<file path="config.mk">
export PLATFORM = sky130hd
export DESIGN_NAME = soc_na_config_regs
export DESIGN_NICKNAME = d
export VERILOG_FILES = /design/src/rtl/soc_na_config_regs.sv
export SDC_FILE = /design/constraint.sdc
export NUM_CORES = 1
export LEC_CHECK = 0
export BUFFER_PORTS_ARGS = -buffer_cell sky130_fd_sc_hd__buf_2
export CAP_MARGIN = 25
export CORE_ASPECT_RATIO = 1.1
export CORE_UTILIZATION = 44
export DETAILED_ROUTE_END_ITERATION = 7
export GPL_ROUTABILITY_DRIVEN = 0
export GPL_TIMING_DRIVEN = 0
export REMOVE_ABC_BUFFERS = 1
export SLEW_MARGIN = 20
export SYNTH_ARGS = -nofsm -noshare
export SYNTH_HDL_FRONTEND = slang
export SYNTH_SLANG_ARGS = --single-unit
</file>
<file path="constraint.sdc">
create_clock -name clk -period 6.75 [get_ports clk]
set_input_delay 0.675 -clock clk [delete_from_list [all_inputs] [get_ports clk]]
set_output_delay 0.675 -clock clk [all_outputs]
set_load 0.005 [all_outputs]
</file>
<file path="src/rtl/soc_na_config_regs.sv">
// Network-adapter configuration/status register file: Wishbone-classic slave with
// static tile parameters, compute-tile list, LFSR seed, cycle counter, scratch and CDC control.
module soc_na_config_regs #(
    parameter int unsigned      DW          = 32,
    parameter int unsigned      TILEID      = 0,
    parameter int unsigned      NUMTILES    = 1,
    parameter logic [1:0]       CONF_BITS   = 2'b00,
    parameter int unsigned      COREBASE    = 0,
    parameter int unsigned      NUMCORES    = 1,
    parameter int unsigned      NUMCTS      = 1,
    parameter int unsigned      MAX_CTS     = 64,
    parameter logic [MAX_CTS*16-1:0] CTLIST = '0,
    parameter int unsigned      NUM_SCRATCH = 4,
    parameter logic [31:0]      SEED_INIT   = 32'hACE1_2345,
    parameter logic [2:0]       CDC_DEFAULT = 3'd0
) (
    input  logic          clk,
    input  logic          rst,
    input  logic          wb_cyc_i,
    input  logic          wb_stb_i,
    input  logic          wb_we_i,
    input  logic [3:0]    wb_sel_i,
    input  logic [15:0]   wb_adr_i,
    input  logic [DW-1:0] wb_dat_i,
    output logic [DW-1:0] wb_dat_o,
    output logic          wb_ack_o,
    output logic          wb_err_o,
    output logic          wb_rty_o,
    output logic [2:0]    cdc_conf,
    output logic          cdc_enable
);

    localparam int unsigned NUM_WORDS = MAX_CTS / 2;
    localparam logic [31:0] LFSR_TAPS = 32'h8020_0003;
    localparam logic [4095:0] CT_PAD  = 4096'(CTLIST);

    if (DW != 32) begin : g_bad_dw
        $fatal(1, "soc_na_config_regs: DW must be 32");
    end
    if (MAX_CTS < 2 || MAX_CTS > 256 || (MAX_CTS % 2) != 0) begin : g_bad_max_cts
        $fatal(1, "soc_na_config_regs: MAX_CTS must be even and in 2..256");
    end
    if (NUMCTS < 1 || NUMCTS > MAX_CTS) begin : g_bad_numcts
        $fatal(1, "soc_na_config_regs: NUMCTS must be in 1..MAX_CTS");
    end
    if (NUM_SCRATCH < 1 || NUM_SCRATCH > 16) begin : g_bad_scratch
        $fatal(1, "soc_na_config_regs: NUM_SCRATCH must be in 1..16");
    end
    if (SEED_INIT == 32'd0) begin : g_bad_seed
        $fatal(1, "soc_na_config_regs: SEED_INIT must be nonzero");
    end

    logic        req;
    logic        dec_ok;
    logic [31:0] dec_rdata;
    logic        wr_seed;
    logic        wr_cdc;
    logic        wr_scr;
    logic [31:0] lfsr;
    logic [31:0] lfsr_step;
    logic [31:0] cycle_cnt;
    logic [31:0] scratch [16];
    logic        unused_adr;

    assign unused_adr = ^wb_adr_i[1:0];
    assign wb_rty_o   = 1'b0;
    assign req        = wb_cyc_i & wb_stb_i & ~(wb_ack_o | wb_err_o);
    assign lfsr_step  = lfsr[0] ? ({1'b0, lfsr[31:1]} ^ LFSR_TAPS) : {1'b0, lfsr[31:1]};

    function automatic logic [15:0] ct_entry(input logic [7:0] idx);
        if ({24'd0, idx} < NUMCTS) return CT_PAD[{idx, 4'b0000} +: 16];
        return 16'd0;
    endfunction

    // dec_ok covers both existence of the address and legality of the access type
    always_comb begin
        dec_ok    = 1'b0;
        dec_rdata = '0;
        wr_seed   = 1'b0;
        wr_cdc    = 1'b0;
        wr_scr    = 1'b0;
        if (wb_adr_i[15:12] == 4'h0) begin
            case (wb_adr_i[11:2])
                10'h000: begin dec_ok = ~wb_we_i; dec_rdata = 32'(TILEID);        end
                10'h001: begin dec_ok = ~wb_we_i; dec_rdata = 32'(NUMTILES);      end
                10'h003: begin dec_ok = ~wb_we_i; dec_rdata = {30'd0, CONF_BITS}; end
                10'h004: begin dec_ok = ~wb_we_i; dec_rdata = 32'(COREBASE);      end
                10'h006: begin dec_ok = ~wb_we_i; dec_rdata = 32'(NUMCORES);      end
                10'h00A: begin dec_ok = ~wb_we_i; dec_rdata = 32'(NUMCTS);        end
                10'h00B: begin dec_ok = 1'b1;     dec_rdata = lfsr;      wr_seed = wb_we_i; end
                10'h00C: begin dec_ok = ~wb_we_i; dec_rdata = cycle_cnt;          end
                10'h050: begin dec_ok = ~wb_we_i; dec_rdata = 32'd1;              end
                10'h052: begin dec_ok = 1'b1;     dec_rdata = {29'd0, cdc_conf}; wr_cdc = wb_we_i; end
                default: begin
                    if (wb_adr_i[11:6] == 6'h04 && {28'd0, wb_adr_i[5:2]} < NUM_SCRATCH) begin
                        dec_ok    = 1'b1;
                        dec_rdata = scratch[wb_adr_i[5:2]];
                        wr_scr    = wb_we_i;
                    end else if (wb_adr_i[11:9] == 3'b001 && {25'd0, wb_adr_i[8:2]} < NUM_WORDS) begin
                        dec_ok    = ~wb_we_i;
                        dec_rdata = {ct_entry({wb_adr_i[8:2], 1'b0}), ct_entry({wb_adr_i[8:2], 1'b1})};
                    end
                end
            endcase
        end
    end

    always_ff @(posedge clk) begin
        if (rst) begin
            wb_ack_o   <= 1'b0;
            wb_err_o   <= 1'b0;
            wb_dat_o   <= '0;
            cdc_conf   <= CDC_DEFAULT;
            cdc_enable <= 1'b0;
            lfsr       <= SEED_INIT;
            cycle_cnt  <= '0;
            for (int unsigned k = 0; k < 16; k++) scratch[k] <= '0;
        end else begin
            wb_ack_o   <= req & dec_ok;
            wb_err_o   <= req & ~dec_ok;
            wb_dat_o   <= (req && dec_ok && !wb_we_i) ? dec_rdata : '0;
            cycle_cnt  <= cycle_cnt + 32'd1;
            cdc_enable <= req & wr_cdc;
            if (req && wr_cdc) cdc_conf <= wb_dat_i[2:0];
            // a seed write replaces the shift for that cycle; zero would lock the LFSR
            if (req && wr_seed) lfsr <= (wb_dat_i == '0) ? SEED_INIT : wb_dat_i;
            else                lfsr <= lfsr_step;
            if (req && wr_scr) begin
                for (int unsigned b = 0; b < 4; b++) begin
                    if (wb_sel_i[b]) scratch[wb_adr_i[5:2]][8*b +: 8] <= wb_dat_i[8*b +: 8];
                end
            end
        end
    end

endmodule
</file>
==> results by group, run 1 <==
Status
  – Status: completed

Clock network
  – # resized after CTS: 0
  – Clock Sinks: 336
  – Clk pin slew, worst setup/hold paths: 0.06 ns
  – Clock tree buffer depth: 3
  – Post CTS Setup Buffer Count: 0
  – CTS tree: done
  – Root buffer cell: clkbuf_16
  – H-tree lvl count: 2
  – Skew-Pair Late Insertion Delay: 0.51 ns
  – TritonCTS Buffers: 37
  – Cts hold-fix bufs: 0

Worst hold path
  – Hold Path Stages: 2
  – Classification of the worst-slack hold path: register to register

Global routing
  – First-pass GRT wire length: 49,900 um
  – Gr usage total: 20.8%
  – Vias in the first global route: 8,348
  – Largest net degree at the start of global routing: 112
  – GRT overflow: 0
  – Initial antenna violation count: 0

Timing
  – RSZ-0062 raised after global routing: no
  – Slew Limit Fails: 0
  – Final period util: 53.5%
  – Post-layout min period: 3.61 ns
  – # setup viols final: 0
  – Final TNS setup: 0 ns
  – Slew headroom: 34.1%
  – Max frequency: 277 MHz
  – Slew of the pin with the lowest slew margin: 0.981 ns
  – Hold slack final: 0.463 ns
  – Worst Skew: 0.00851 ns
  – Hold Fails Final Rpt: 0

Routing
  – Detailed-route wire length per cell: 19.9 um
  – DR iter-0 viols: 926
  – # DRC: 0
  – Routed WL: 32,800 um
  – DR vias/cell: 5.28
  – Router iterations before antenna repair: 7
  – Vias: 8,700
  – Antenna Violating Nets Remaining: 0

Synth
  – Mapped cell area: 0.0140 mm2
  – Cells after synthesis: 1,029
  – Post-synth EDFFs: 234
  – Sequential fraction of the synthesis area: 64.8%
  – Number of synthesized register bits: 336
  – Syn_area_per_cell: 13.6 um2
  – Netlist cell types: 57
  – Async S/R FF share, synth: 0%
  – Synth Warn #: 0
  – Commonest register cell after synthesis: edfxtp_1

Floorplanning
  – Initial cell density of the core: 44.7%
  – Die Ht: 189 um
  – Die W: 172 um
  – Core area: 0.0313 mm2
  – Die ar.: 0.0325 mm2
  – # rows: 68
  – Io pins: 96

Final layout
  – Layout area overhead: 17.3%
  – # nets final: 1,260
  – Ant diodes: 0
  – Layout Utilization: 52.4%
  – Share of cells above drive strength 1: 19.1%
  – Filler instances: 2,726
  – Finished layout cell area: 0.0164 mm2
  – Non-Filler Instances: 1,648

Setup path
  – Reg2reg path depth: 6
  – Reg-to-reg endpoint: scratch[0][16]
  – Critical path type: primary input to register
  – Peak fanout along the critical path: 45
  – Req. time, crit path: 7.20 ns
  – Cells along the critical path: buf_4 > nand2_1 > nor4_4 > nor4b_4 > o21a_1 > a22oi_1 > nor2_1
  – Worst setup SP type: primary input
  – Slowest cell on crit path: o21a_1
  – Crit path to: lfsr[1]
  – Critical path's largest stage delay: 0.84 ns
  – Critical path endpoint category: register
  – Setup slack, reg-to-reg: 3.63 ns
  – CP startpoint: wb_adr_i[3]
  – Crit path depth: 7
  – R2r startpoint: wb_err_o
  – Crit path buf inv count: 1
  – Crit path DAT: 4.07 ns
  – CP top delay family: simple AND/OR/NAND/NOR gates

Place
  – Placed Cells: 1,583
  – Post-DP HPWL: 21,900 um
  – Placed Area: 0.0153 mm2
  – IO Port Bufs: 92

Power and ir drop
  – Sequential power share: 52.8%
  – Combinational share of power: 5.3%
  – Net switching power: 0.949 mW
  – Internal Power: 3.47 mW
  – Pleak: 6.04 nW
  – Power density over the cells: 270 mW/mm2
  – Switching share of power: 21.5%
  – Max IR drop VDD: 0.150 mV
  – Clock group share of total power: 41.9%

Flow run
  – Max-cap viol count: 0
routing by layer:
metal | GRT usage, % | wire [um] | part of all wire (%)
met5 | 0 | 0 | 0
met2 | 33.1 | 15700 | 48
met1 | 29.2 | 14000 | 43
met4 | 6.57 | 881 | 2.7
met3 | 3.41 | 2200 | 6.7
cells in the mapped netlist (18+ instances only):
cell type	number	area (um2)
nor2_1	77	289
clkbuf_1	57	214
mux4_2	37	833
and2_1	130	813
a221oi_1	21	184
dfxtp_1	102	2040
a21oi_1	18	90.1
nand2_1	44	165
a222oi_1	19	190
a22oi_1	53	398
edfxtp_1	234	7030
power groups by stage:
stage,sequential (mW),combinational (mW),clock [mW]
2_1_floorplan,2.37,0.116,0
3_3_place_gp,2.38,0.226,0
3_5_place_dp,2.38,0.234,0
4_1_cts,2.34,0.235,1.89
5_1_grt,2.34,0.255,1.97
6_report,2.34,0.233,1.85
tightest hold or removal path, cell delays in order (launching register included):
cell,delay [ns]
dfxtp_1,0.31
nand2_1,0.05
a21oi_1,0.05
cell type report:
type / instances / area [um2] / share of cell area, %
Sequential cell: 336 / 9070 / 55.3
Multi-Input combinational cell: 718 / 5030 / 30.6
Clock buffer: 58 / 1060 / 6.49
Timing Repair Buffer: 104 / 659 / 4.02
Tap cell: 420 / 526 / 3.20
Clock inverter: 7 / 40.0 / 0.244
Inverter: 5 / 18.8 / 0.114
flip-flops by register name, summed over array words and instances, names as in the netlist:
name,count
cdc_enable,1
wb_ack_o,1
cdc_conf,3
wb_err_o,1
cycle_cnt,32
wb_dat_o,32
lfsr,32
scratch,234
cells by family (layout without fill, tap and decap cells):
group | after synthesis | count (layout) | synth area share [%]
fa+ha+maj | 1 | 1 | 0.0894
compound gates | 160 | 160 | 8.70
flops | 336 | 336 | 64.8
simple gates | 383 | 383 | 16.1
mux | 40 | 40 | 6.17
xor+xnor | 27 | 27 | 1.69
other cells | 1 | 107 | 0.0268
buf+inv | 81 | 174 | 2.42
cell usage in the layout (no fill, tap or decap), types with 7 or more instances in the layout:
cell	n
xnor2_1	11
nor2_4	17
a22oi_1	53
dfxtp_1	102
a221oi_1	21
buf_6	7
clkbuf_16	37
o21ai_0	15
or3_1	8
mux4_2	37
nor3_1	14
o22ai_1	14
or2_2	8
a21oi_1	18
and2_1	130
nand4_1	9
buf_2	89
nand2b_1	16
nor4_1	9
a222oi_1	19
conb_1	107
or2_1	8
edfxtp_1	234
nor2_1	75
clkbuf_1	15
nand3_1	9
xor2_1	16
nand2_1	44
worst min path at each step:
| stage | from | end |
|---|---|---|
| 6_report | lfsr[20] | lfsr[19] |
| 5_1_grt | cycle_cnt[0] | cycle_cnt[0] |
| 4_1_cts | wb_dat_i[19] | lfsr[19] |
| 3_5_place_dp | cycle_cnt[0] | cycle_cnt[0] |
| 3_3_place_gp | cycle_cnt[0] | cycle_cnt[0] |
| 2_1_floorplan | cycle_cnt[0] | cycle_cnt[0] |
stage by stage:
stage               power, mW  worst slack (ns)
floorplan                2.48              2.92
global placement         2.60            -0.517
detailed placement       2.61              2.67
CTS                      4.46              3.19
global route             4.57              2.96
finish                   4.42              3.14
No activity file was read; power rests on OpenSTA's default activity.
==> run 2, diff against run 1 <==
Settings changed: ABC_AREA set to 1.
Clock period 6.75 ns to 3 ns, I/O delays scaled along.
==> run 2 against run 1 <==
Effect of this change: the run now ends with design-rule violations left; area after synthesis grew 78%; sequential share of layout area increased by 2.6 points; clock-buffer cell count is 38 higher; total power grew to 4.2 times the previous value; register-to-register slack worse by 3.4 ns; synthesized cell count increased by 120%; die area grew 77%; critical endpoint is now wb_dat_o[2].
==> results by group, run 2 <==
Status
  – Status: finished with violations (was completed)
  – Violated checks: design-rule violations

Setup path
  – Crit path to: wb_dat_o[2] (was lfsr[1])
  – Reg-to-reg endpoint: scratch[2][27] (was scratch[0][16])
  – Slowest cell on crit path: nor2_2 (was o21a_1)
  – Worst setup SP type: primary input (unchanged)
  – Peak fanout along the critical path: 43 (was 45)
  – Req. time, crit path: 3.48 ns (was 7.20 ns)
  – Reg2reg path depth: 7 (was 6)
  – Critical path endpoint category: register (unchanged)
  – Cells along the critical path: buf_4 > inv_4 > nand2_2 > nor2_2 > nand2_1 > nand2_1 > nor2_1 > a21oi_2 > nand4_4 > nor2_1 (was buf_4 > nand2_1 > nor4_4 > nor4b_4 > o21a_1 > a22oi_1 > nor2_1)
  – R2r startpoint: wb_err_o (unchanged)
  – Crit path DAT: 3.38 ns (was 4.07 ns)
  – CP startpoint: wb_adr_i[2] (was wb_adr_i[3])
  – Critical path type: primary input to register (unchanged)
  – Critical path's largest stage delay: 0.52 ns (was 0.84 ns)
  – Setup slack, reg-to-reg: 0.21 ns (was 3.63 ns)

Routing
  – # DRC: 4 (was 0)
  – DR iter-0 viols: 1,570 (was 926)
  – DR vias/cell: 4.90 (was 5.28)
  – Vias: 17,400 (was 8,700)
  – Detailed-route wire length per cell: 17.2 um (was 19.9 um)
  – Router iterations before antenna repair: 7 (unchanged)
  – Routed WL: 60,900 um (was 32,800 um)
  – Antenna Violating Nets Remaining: 0 (unchanged)

Power and ir drop
  – Switching share of power: 21.7% (was 21.5%)
  – Clock group share of total power: 40.6% (was 41.9%)
  – Internal Power: 14.6 mW (was 3.47 mW)
  – Max IR drop VDD: 0.458 mV (was 0.150 mV)
  – Final Total Pwr: 18.6 mW (was 4.42 mW)
  – Sequential power share: 53.4% (was 52.8%)
  – Net switching power: 4.04 mW (was 0.949 mW)
  – Pleak: 11.9 nW (was 6.04 nW)
  – Combinational share of power: 6.0% (was 5.3%)
  – Power density over the cells: 618 mW/mm2 (was 270 mW/mm2)

Synth
  – Xor and xnor fraction of the mapped netlist area: 0.141% (was 1.69%)
  – Post-Synth Adder-Cell Area: 0.0503% (was 0.0894%)
  – List of most frequent post-synthesis cells: 740 x nand2_1, 512 x edfxtp_1, 255 x nor2_1 (was 234 x edfxtp_1, 130 x and2_1, 102 x dfxtp_1)
  – Most frequent cell after synthesis: nand2_1 (was edfxtp_1)
  – Number of synthesized register bits: 614 (was 336)
  – Async S/R FF share, synth: 0% (unchanged)
  – Compound-Gate Fraction of Synth Area: 5.09% (was 8.70%)
  – Main combinational cell family by area after synthesis: simple AND/OR/NAND/NOR gates (unchanged)
  – Commonest register cell after synthesis: edfxtp_1 (unchanged)
  – Yosys top cell area share: 61.8% (was 50.2%)
  – Mux cell area share after synthesis: 0% (was 6.17%)
  – Netlist cell types: 41 (was 57)
  – Post-synth top area cell: edfxtp_1 (unchanged)
  – Mapped cell area: 0.0249 mm2 (was 0.0140 mm2)
  – Post-synth EDFFs: 512 (was 234)
  – Post-Synth Simple-Gate Area: 20.2% (was 16.1%)
  – Synth Warn #: 0 (unchanged)
  – Top cells by area, synth: edfxtp_1 62%, nand2_1 11%, dfxtp_1 8.2%, nor2_1 3.9%, nand4_1 2.5% (was edfxtp_1 50%, dfxtp_1 15%, mux4_2 6.0%, and2_1 5.8%, a22oi_1 2.8%)
  – Cells after synthesis: 2,307 (was 1,029)
  – Sequential fraction of the synthesis area: 70.1% (was 64.8%)
  – Syn_area_per_cell: 10.8 um2 (was 13.6 um2)

Timing
  – Post-layout min period: 2.90 ns
  – Hold Fails Final Rpt: 0 (unchanged)
  – # setup viols final: 0 (unchanged)
  – Final period util: 96.6%
  – Final worst setup slack: 0.103 ns (was 3.14 ns)
  – Worst Skew: 0.0188 ns (was 0.00851 ns)
  – Hold slack final: 0.0380 ns (was 0.463 ns)
  – Slew Limit Fails: 0 (unchanged)
  – Max frequency: 345 MHz
  – Final TNS setup: 0 ns (unchanged)
  – Slew headroom: 42.4% (was 34.1%)
  – Slew of the pin with the lowest slew margin: 0.862 ns (was 0.981 ns)

Place
  – IO Port Bufs: 92 (unchanged)
  – Place WS: -0.997 ns (was 2.67 ns)
  – Post-DP HPWL: 38,600 um (was 21,900 um)
  – Placed Area: 0.0278 mm2 (was 0.0153 mm2)

Clock network
  – Clock Sinks: 614 (was 336)
  – TritonCTS Buffers: 61 (was 37)
  – H-tree lvl count: 2 (unchanged)
  – Clock tree buffer depth: 3 (unchanged)
  – Skew-Pair Late Insertion Delay: 0.63 ns (was 0.51 ns)
  – Clk pin slew, worst setup/hold paths: 0.06 ns (about the same)
  – Root buffer cell: clkbuf_16 (unchanged)
  – CTS tree: done (unchanged)

Flow run
  – Max-cap viol count: 0 (unchanged)

Floorplanning
  – Initial cell density of the core: 44.5% (was 44.7%)
  – Core area: 0.0559 mm2 (was 0.0313 mm2)
  – Io pins: 96 (unchanged)
  – Die ar.: 0.0575 mm2 (was 0.0325 mm2)
  – # rows: 91 (was 68)
  – Die W: 229 um (was 172 um)
  – Die Ht: 251 um (was 189 um)

Global routing
  – First-pass GRT wire length: 93,700 um (was 49,900 um)
  – Vias in the first global route: 17,000 (was 8,348)
  – Gr usage total: 21.3% (was 20.8%)
  – GRT overflow: 0 (unchanged)
  – Largest net degree at the start of global routing: 105 (was 112)
  – Initial antenna violation count: 2 (was 0)

Final layout
  – # nets final: 2,810 (was 1,260)
  – Commonest non-fill, non-tap cell in the layout: nand2_1 (was edfxtp_1)
  – Share of cells above drive strength 1: 9.27% (was 19.1%)
  – Top reg by flops: scratch (unchanged)
  – Layout area overhead: 21.1% (was 17.3%)
  – Finished layout cell area: 0.0301 mm2 (was 0.0164 mm2)
  – Most frequent cells in the layout: 734 x nand2_1, 512 x edfxtp_1, 385 x conb_1, 250 x nor2_1, 103 x inv_1 (was 234 x edfxtp_1, 130 x and2_1, 107 x conb_1, 102 x dfxtp_1, 89 x buf_2)
  – Number of flip-flops in the largest register: 512 (was 234)

Worst hold path
  – Classification of the worst-slack hold path: primary input to register (was register to register)
## run 2: cell types whose count changed after synthesis, sizes merged, moves of 19 or more
cell | previous run | this run
a21oi | 18 | 89
clkbuf | 57 | 90
nand2 | 50 | 741
o21ai | 17 | 54
inv | 5 | 113
nand4 | 9 | 100
mux4 | 37 | 0
edfxtp | 234 | 512
and2 | 130 | 0
nand3 | 9 | 58
buf | 19 | 58
a221oi | 21 | 0
a222oi | 19 | 0
nor2 | 94 | 269
## run 2: worst max-delay path, delay by kind of cell
kind            cells  cell delay, ns
compound gates      1            0.48
simple gates        7            1.90
buf+inv             2            0.65
## run 2: area by class of cell
class                      instances  area [um2]
clock buffer                      96        1860
inverter                         114         437
timing repair buffer             145        1450
clock inverter                    20         146
antenna                            1        2.50
fill                            4865       25800
sequential                       614       17400
multi-input combinational       1816        7860
tap                              744         931
## run 2: power groups by stage
stage                     Combinational, mW  Clock (mW)  Sequential [mW]
after detailed placement               1.07           0             10.1
after floorplan                       0.556           0             10.1
after global placement                 1.01           0             10.2
after CTS                              1.11        7.71             9.93
final                                  1.11        7.55             9.93
after global routing                   1.25        8.02             9.97
## run 2: worst min-delay path by stage
| stage | from | endpoint | slack, ns | depth (start not counted) |
|---|---|---|---|---|
| 2_1_floorplan | rst | cycle_cnt[0] | 0.37 | 1 |
| 3_3_place_gp | cycle_cnt[0] | cycle_cnt[0] | 0.45 | 1 |
| 3_5_place_dp | lfsr[10] | lfsr[9] | 0.46 | 2 |
| 4_1_cts | wb_dat_i[19] | lfsr[19] | 0.01 | 3 |
| 5_1_grt | wb_dat_i[19] | lfsr[19] | 0.04 | 3 |
| 6_report | wb_dat_i[19] | lfsr[19] | 0.04 | 3 |
## run 2: through the flow
step	utilization, %	cells
4_1_cts	53.8	3547
3_5_place_dp	49.8	3409
5_1_grt	53.8	3549
6_report	53.8	3550
2_1_floorplan	-	2543
3_3_place_gp	48.3	3379
## run 2: cell families after synthesis
logic type / Yosys count
fa+ha+maj: 1
compound gates: 216
other cells: 1
buf+inv: 262
flops: 614
xor+xnor: 4
simple gates: 1209
## run 2: timing repair
item                                    in CTS  in global routing
gates cloned                                 1                  0
gates resized for setup                      2                  6
setup buffers                                2                  2
endpoints found under the setup margin      78                 59
pin swaps                                    3                  1
hold endpoints to repair                    19                  0
hold buffers                                19                  0
## run 2: layer usage
layer	GRT usage, %	vias up	part of all wire, %
met5	0	-	0.020
met4	7.56	2	2.8
met3	3.12	114	6.1
met2	36.0	527	48
met1	28.1	8359	43
li1	-	8384	-
